--- config.mk ---
export PLATFORM = sky130hd
export DESIGN_NAME = serial_add_sub
export DESIGN_NICKNAME = d
export VERILOG_FILES = /design/src/rtl/add_sub_pkg.sv /design/src/rtl/fa_cell.sv /design/src/rtl/serial_add_sub.sv
export SDC_FILE = /design/constraint.sdc
export NUM_CORES = 1
export LEC_CHECK = 0
export ABC_CLOCK_PERIOD_IN_PS = 1700
export CORE_MARGIN = 2
export CORE_UTILIZATION = 53
export CTS_BUF_LIST = sky130_fd_sc_hd__clkbuf_8
export DETAILED_ROUTE_END_ITERATION = 7
export HOLD_SLACK_MARGIN = 0.02
export PLACE_DENSITY = 0.82
export SYNTH_ARGS = -nofsm -noshare
export SYNTH_HDL_FRONTEND = slang
export SYNTH_HIERARCHICAL = 1
export SYNTH_SLANG_ARGS = --single-unit
--- constraint.sdc ---
create_clock -name clk -period 1.7 [get_ports clk]
set_input_delay 0.17 -clock clk [delete_from_list [all_inputs] [get_ports clk]]
set_output_delay 0.17 -clock clk [all_outputs]
set_load 0.05 [all_outputs]
--- src/rtl/add_sub_pkg.sv ---
// Shared types and constants for the bit-serial adder/subtractor.
package add_sub_pkg;

    // Controller states, fixed 2-bit encoding.
    typedef enum logic [1:0] {
        S_IDLE  = 2'b00,
        S_SHIFT = 2'b01,
        S_DONE  = 2'b10
    } state_t;

    // Operation select values for the sub input.
    localparam logic OP_ADD = 1'b0;
    localparam logic OP_SUB = 1'b1;

endpackage

--- src/rtl/fa_cell.sv ---
// Combinational full-adder cell built from two half adders plus an OR on the carries.

module ha_cell (
    input  logic a,
    input  logic b,
    output logic s,
    output logic c
);
    assign s = a ^ b;
    assign c = a & b;
endmodule

module fa_cell (
    input  logic a,
    input  logic b,
    input  logic cin,
    output logic s,
    output logic cout
);
    logic s1;
    logic c1;
    logic c2;

    // First half adder combines the operand bits.
    ha_cell u_ha0 (
        .a (a),
        .b (b),
        .s (s1),
        .c (c1)
    );

    // Second half adder folds in the incoming carry.
    ha_cell u_ha1 (
        .a (s1),
        .b (cin),
        .s (s),
        .c (c2)
    );

    // At most one of the two half adders can generate a carry.
    assign cout = c1 | c2;
endmodule

--- src/rtl/serial_add_sub.sv ---
// Bit-serial W-bit adder/subtractor. Operands are loaded in parallel on start,
// fed LSB first through one full-adder cell with a carry flip-flop, and the
// sum is collected in a shift register. Subtraction is a + ~b + 1, with the
// +1 injected through the initial carry.
// Optional build macro: SIGNED_OVF_EN adds the ovf output (signed overflow).
module serial_add_sub
    import add_sub_pkg::*;
#(
    parameter int W     = 8,
    parameter int CNT_W = $clog2(W + 1)
) (
    input  logic         clk,
    input  logic         rst_n,
    input  logic         start,
    input  logic         sub,
    input  logic [W-1:0] a,
    input  logic [W-1:0] b,
    output logic         busy,
    output logic         done,
    output logic [W-1:0] result,
    output logic         cout
`ifdef SIGNED_OVF_EN
    ,
    output logic         ovf
`endif
);

    state_t             state_q, state_d;
    logic [CNT_W-1:0]   cnt_q,   cnt_d;
    logic [W-1:0]       opa_q,   opa_d;
    logic [W-1:0]       opb_q,   opb_d;
    logic [W-1:0]       res_q,   res_d;
    logic               carry_q, carry_d;
    logic               busy_q,  busy_d;
    logic               done_q,  done_d;
    logic               cout_q,  cout_d;
`ifdef SIGNED_OVF_EN
    logic               ovf_q,   ovf_d;
`endif

    logic fa_s;
    logic fa_co;

    // Single full-adder cell processes the current LSB pair with the stored carry.
    fa_cell u_fa (
        .a    (opa_q[0]),
        .b    (opb_q[0]),
        .cin  (carry_q),
        .s    (fa_s),
        .cout (fa_co)
    );

    // Next-state logic: load on accepted start, shift one bit per cycle, then report.
    always_comb begin
        state_d = state_q;
        cnt_d   = cnt_q;
        opa_d   = opa_q;
        opb_d   = opb_q;
        res_d   = res_q;
        carry_d = carry_q;
        busy_d  = busy_q;
        done_d  = 1'b0;
        cout_d  = cout_q;
`ifdef SIGNED_OVF_EN
        ovf_d   = ovf_q;
`endif
        case (state_q)
            S_IDLE: begin
                if (start) begin
                    state_d = S_SHIFT;
                    opa_d   = a;
                    opb_d   = (sub == OP_SUB) ? ~b : b;
                    carry_d = sub;
                    cnt_d   = '0;
                    busy_d  = 1'b1;
                end
            end
            S_SHIFT: begin
                carry_d = fa_co;
                res_d   = {fa_s, res_q[W-1:1]};
                opa_d   = opa_q >> 1;
                opb_d   = opb_q >> 1;
                cnt_d   = cnt_q + 1'b1;
                if (cnt_q == CNT_W'(W - 1)) begin
                    // This cycle handles the MSB; the carry into it is carry_q.
                    state_d = S_DONE;
                    busy_d  = 1'b0;
`ifdef SIGNED_OVF_EN
                    ovf_d   = carry_q ^ fa_co;
`endif
                end
            end
            S_DONE: begin
                state_d = S_IDLE;
                done_d  = 1'b1;
                cout_d  = carry_q;
            end
            default: begin
                state_d = S_IDLE;
                busy_d  = 1'b0;
            end
        endcase
    end

    // All state and registered outputs; asynchronous reset aborts any operation.
    always_ff @(posedge clk or negedge rst_n) begin
        if (!rst_n) begin
            state_q <= S_IDLE;
            cnt_q   <= '0;
            opa_q   <= '0;
            opb_q   <= '0;
            res_q   <= '0;
            carry_q <= 1'b0;
            busy_q  <= 1'b0;
            done_q  <= 1'b0;
            cout_q  <= 1'b0;
`ifdef SIGNED_OVF_EN
            ovf_q   <= 1'b0;
`endif
        end else begin
            state_q <= state_d;
            cnt_q   <= cnt_d;
            opa_q   <= opa_d;
            opb_q   <= opb_d;
            res_q   <= res_d;
            carry_q <= carry_d;
            busy_q  <= busy_d;
            done_q  <= done_d;
            cout_q  <= cout_d;
`ifdef SIGNED_OVF_EN
            ovf_q   <= ovf_d;
`endif
        end
    end

    assign busy   = busy_q;
    assign done   = done_q;
    assign result = res_q;
    assign cout   = cout_q;
`ifdef SIGNED_OVF_EN
    assign ovf    = ovf_q;
`endif

endmodule

==> metrics list <==
* CP bufs+invs: 1
- Dividing total power by cell area gives a power density of 1702 mW/mm^2.
- The pre-antenna-repair detailed-routing pass consisted of 4 iterations.
* Initial antenna violation count: 0
- After synthesis, the largest area contributor takes up 55.02% of total cell area.
* Cell breakdown of the critical path: clkdlybuf4s50_1
- RSZ-0062 raised after global routing: false
- Once detailed placement completed, the half-perimeter wirelength came to 2.276 mm.
- Number of nets with antenna violations after routing: 0
- The tree is rooted in a sky130_fd_sc_hd__clkbuf_8.
- Via count: 1,231
- After synthesis the cells add up to 0.001546 mm^2.
- Final antenna diode count: 0
- Overall Global Routing Usage: 22.62%
- The clock reaches the later pin of the worst-skew pair after 0.29 ns.
- Global routing used 5.134% of the available met3 tracks.
- GR Overflow Total: 0
* Delay-heaviest family, CP: buffers and inverters
- Counting distinct cell types in the post-synthesis netlist gives 31.
- For the pin with the worst max-slew slack, the measured transition is 0.5038 ns.
- Among all flip-flop cells after synthesis, the most frequent one is sky130_fd_sc_hd__dfrtp_1.
* Maximum level of the CTS H-tree: 2
- STA classifies the critical path startpoint as a register.
- The clock net in this run drives a total of 34 sinks.
- Core area: 0.002758 mm^2
- Area added between synthesis and finish: 29.94%
- Die width: 58.02 um
- Between clock sinks in the finished design, the worst skew comes to 0.004105 ns.
* Synthesized instance count: 154
* Number of flops mapped to enable cells by yosys: 0
- In the synthesized netlist the async set-or-reset flop fraction comes to 100.0%.
- Setup violations remaining at the end of the flow were counted as 0.
- Timing would allow up to 0.6049 GHz.
* Crit Path Max Fanout: 3
- Number of violations of the max-capacitance limit: 0
- Arrival time worst endpoint: 1.48 ns
- Post-Synthesis Net Count: 177
- Data required time of the worst path: 1.53 ns
* Total leakage power: 0.9250 nW
- Internal reg-to-reg setup slack: 0.20 ns
- For this run, design rule violations remaining after detail routing come to 0.
* Part of the cycle the worst path needs: 97.24%
* # hold bufs at CTS: 0
- Final wirelength: 3.183 mm
- For the finished layout, the period the worst path requires is 1.653 ns.
- Final Wtd Congestion: 0.7282
- After routing, the total negative slack on setup checks comes to 0 ns.
- Flip-flop and latch count after synthesis: 34
- The critical path is of the register to output port type.
* Top-level I/O count: 31
- Overall power after layout: 3.419 mW
- Run status: finished, final reports clean
- Final hold violations: 0
- In the final routed layout, each cell accounts on average for 14.34 um.
- The endpoint identified for the worst register-to-register timing path is carry_q.
* Maximum number of pins on one net before global-route repair: 35
- The first global-routing pass estimated 5.796 mm of wire.
- Final cell utilization of the core: 72.87%
- For met1 alone, demand over resource in global routing was 29.46%.
- The biggest area contributor in the post-synthesis netlist is sky130_fd_sc_hd__dfrtp_1.
* Mean instance size in the synthesized netlist: 10.04 um^2
- In this run, the number of DRC markers left after iteration 0 of detailed routing was 62.
* Global-route met2 utilization: 37.34%
- Relative slew margins: 66.31%
* # nets final: 213
* Worst min-delay path category: input port to asynchronous set/reset pin
- The worst setup path is captured at an output port.
- Die extent in y: 58.02 um
* Effective utilization at floorplan: 56.08%
- YS warnings: 6
- Post-CTS clock slew at the launch and capture registers of the worst setup and hold paths: 0.07 ns
- Final slew viol count: 0
* RR Startpoint: opa_q[0]
- Largest cells by area after synthesis: sky130_fd_sc_hd__dfrtp_1, sky130_fd_sc_hd__nand2_1, sky130_fd_sc_hd__xnor2_1
- After floorplanning, the core was divided into 19 placement rows.
- Measured in cells, the most critical reg-to-reg path has a length of 5.
- Number of input and output port buffers inserted: 30
* Share of cells above drive strength 1: 10.99%
- CP max stage cell: sky130_fd_sc_hd__clkdlybuf4s50_1
- TritonCTS clock tree: built
- Dividing the detail-routed via count by the number of cells gives 5.545.
- In this run the deepest clock path goes through 2 buffers.
- CTS buffer count: 5
- Highest cell delay on the worst timing path: 0.82 ns
* Share of synthesized area occupied by flip-flops and latches: 55.02%
- GRT busiest layer: met2
* Worst vdd rail ir drop: 1632 uV
- Total die area: 0.003366 mm^2
- Vias in the first global route: 1,261
-- cells in the final DEF (no fill, tap or decap), drive strengths merged --
master,n
a21oi,1
a221o,4
a22o,2
a22oi,7
a31oi,2
a41oi,1
and2,1
buf,12
bufinv,1
clkbuf,5
clkdlybuf4s50,27
clkinv,2
dfrtp,34
dlymetal6s2s,1
ha,3
inv,3
mux2,1
mux2i,1
nand2,40
nand2b,1
nand3,1
nand3b,4
nor2,6
nor2b,3
o211ai,3
o21a,1
o21ai,11
o21bai,1
o22ai,1
o2bb2ai,1
or2,1
or3b,1
xnor2,8
-- through the flow --
step | setup slack, ns | hold WS (ns) | std cells | cell area, um^2
floorplan | 0.2945 | -0.1256 | 154 | 1546
global placement | 0.1612 | 0.4618 | 214 | 1898
detailed placement | 0.1239 | 0.4743 | 214 | 1898
CTS | 0.03404 | 0.3084 | 222 | 2007
global route | 0.01408 | 0.3170 | 222 | 2009
finish | 0.04689 | 0.2857 | 222 | 2009
-- cell type report --
class | instances | area (um^2)
Tap cell | 31 | 38.79
Clock inverter | 3 | 40.04
Timing Repair Buffer | 40 | 372.9
Clock buffer | 5 | 68.82
Inverter | 3 | 11.26
Multi-Input combinational cell | 106 | 626.9
Fill cell | 208 | 748.2
Sequential cell | 34 | 850.8
-- metal layers --
layer,up-vias,routed length [um]
li1,595,-
met4,0,17
met1,590,1326
met2,44,1595
met5,-,0
met3,2,245
-- synthesized netlist by cell type, types with 2 or more instances --
master and number:
sky130_fd_sc_hd__buf_2 7, sky130_fd_sc_hd__dfrtp_1 34, sky130_fd_sc_hd__o21ai_0 10, sky130_fd_sc_hd__ha_1 3
sky130_fd_sc_hd__nor2b_1 3, sky130_fd_sc_hd__clkbuf_1 3, sky130_fd_sc_hd__a22o_1 2, sky130_fd_sc_hd__a221o_1 4
sky130_fd_sc_hd__nand2_1 40, sky130_fd_sc_hd__a22oi_1 7, sky130_fd_sc_hd__inv_1 3, sky130_fd_sc_hd__o211ai_1 3
sky130_fd_sc_hd__nor2_1 6, sky130_fd_sc_hd__a31oi_1 2, sky130_fd_sc_hd__nand3b_1 4, sky130_fd_sc_hd__xnor2_1 8
-- cell families (layout without fill, tap and decap cells) --
group	count (synthesis)	count (layout)	synth area share, %
AO/OA/AOI/OAI	35	35	15.78
adder cells (fa/ha/maj)	3	3	2.427
flip-flops	34	34	55.02
XOR/XNOR	8	8	4.531
buffers and inverters	14	51	4.449
AND/OR/NAND/NOR	58	58	16.42
multiplexers	2	2	1.375
-- flip-flops by register name, indices dropped and copies added, names as in the netlist --
name	flops
busy	1
carry_q	1
cnt_q	4
cout	1
done	1
opa_q	8
opb_q	8
result	8
state_q	2
-- power breakdown --
| group | switching [mW] | leakage [nW] | internal (mW) |
|---|---|---|---|
| sequential | 0.222 | 0.440 | 1.10 |
| clock | 0.287 | 0.0579 | 0.431 |
| combinational | 0.822 | 0.427 | 0.560 |
| total | 1.33 | 0.925 | 2.09 |
-- worst max-delay path by stage --
stage	start	endpoint	slack (ns)	cells after the start
floorplan	opa_q[0]	carry_q	0.29	5
global placement	start	opb_q[3]	0.16	4
detailed placement	start	opb_q[3]	0.12	4
CTS	result[4]	result[4]	0.03	1
global route	result[5]	result[5]	0.01	1
finish	result[4]	result[4]	0.05	1
-- what timing repair did --
action,in CTS,in global routing
buffers inserted,0,0
gates resized for setup,0,1
setup endpoints to repair,0,1
No activity file was read; power rests on OpenSTA's default activity.
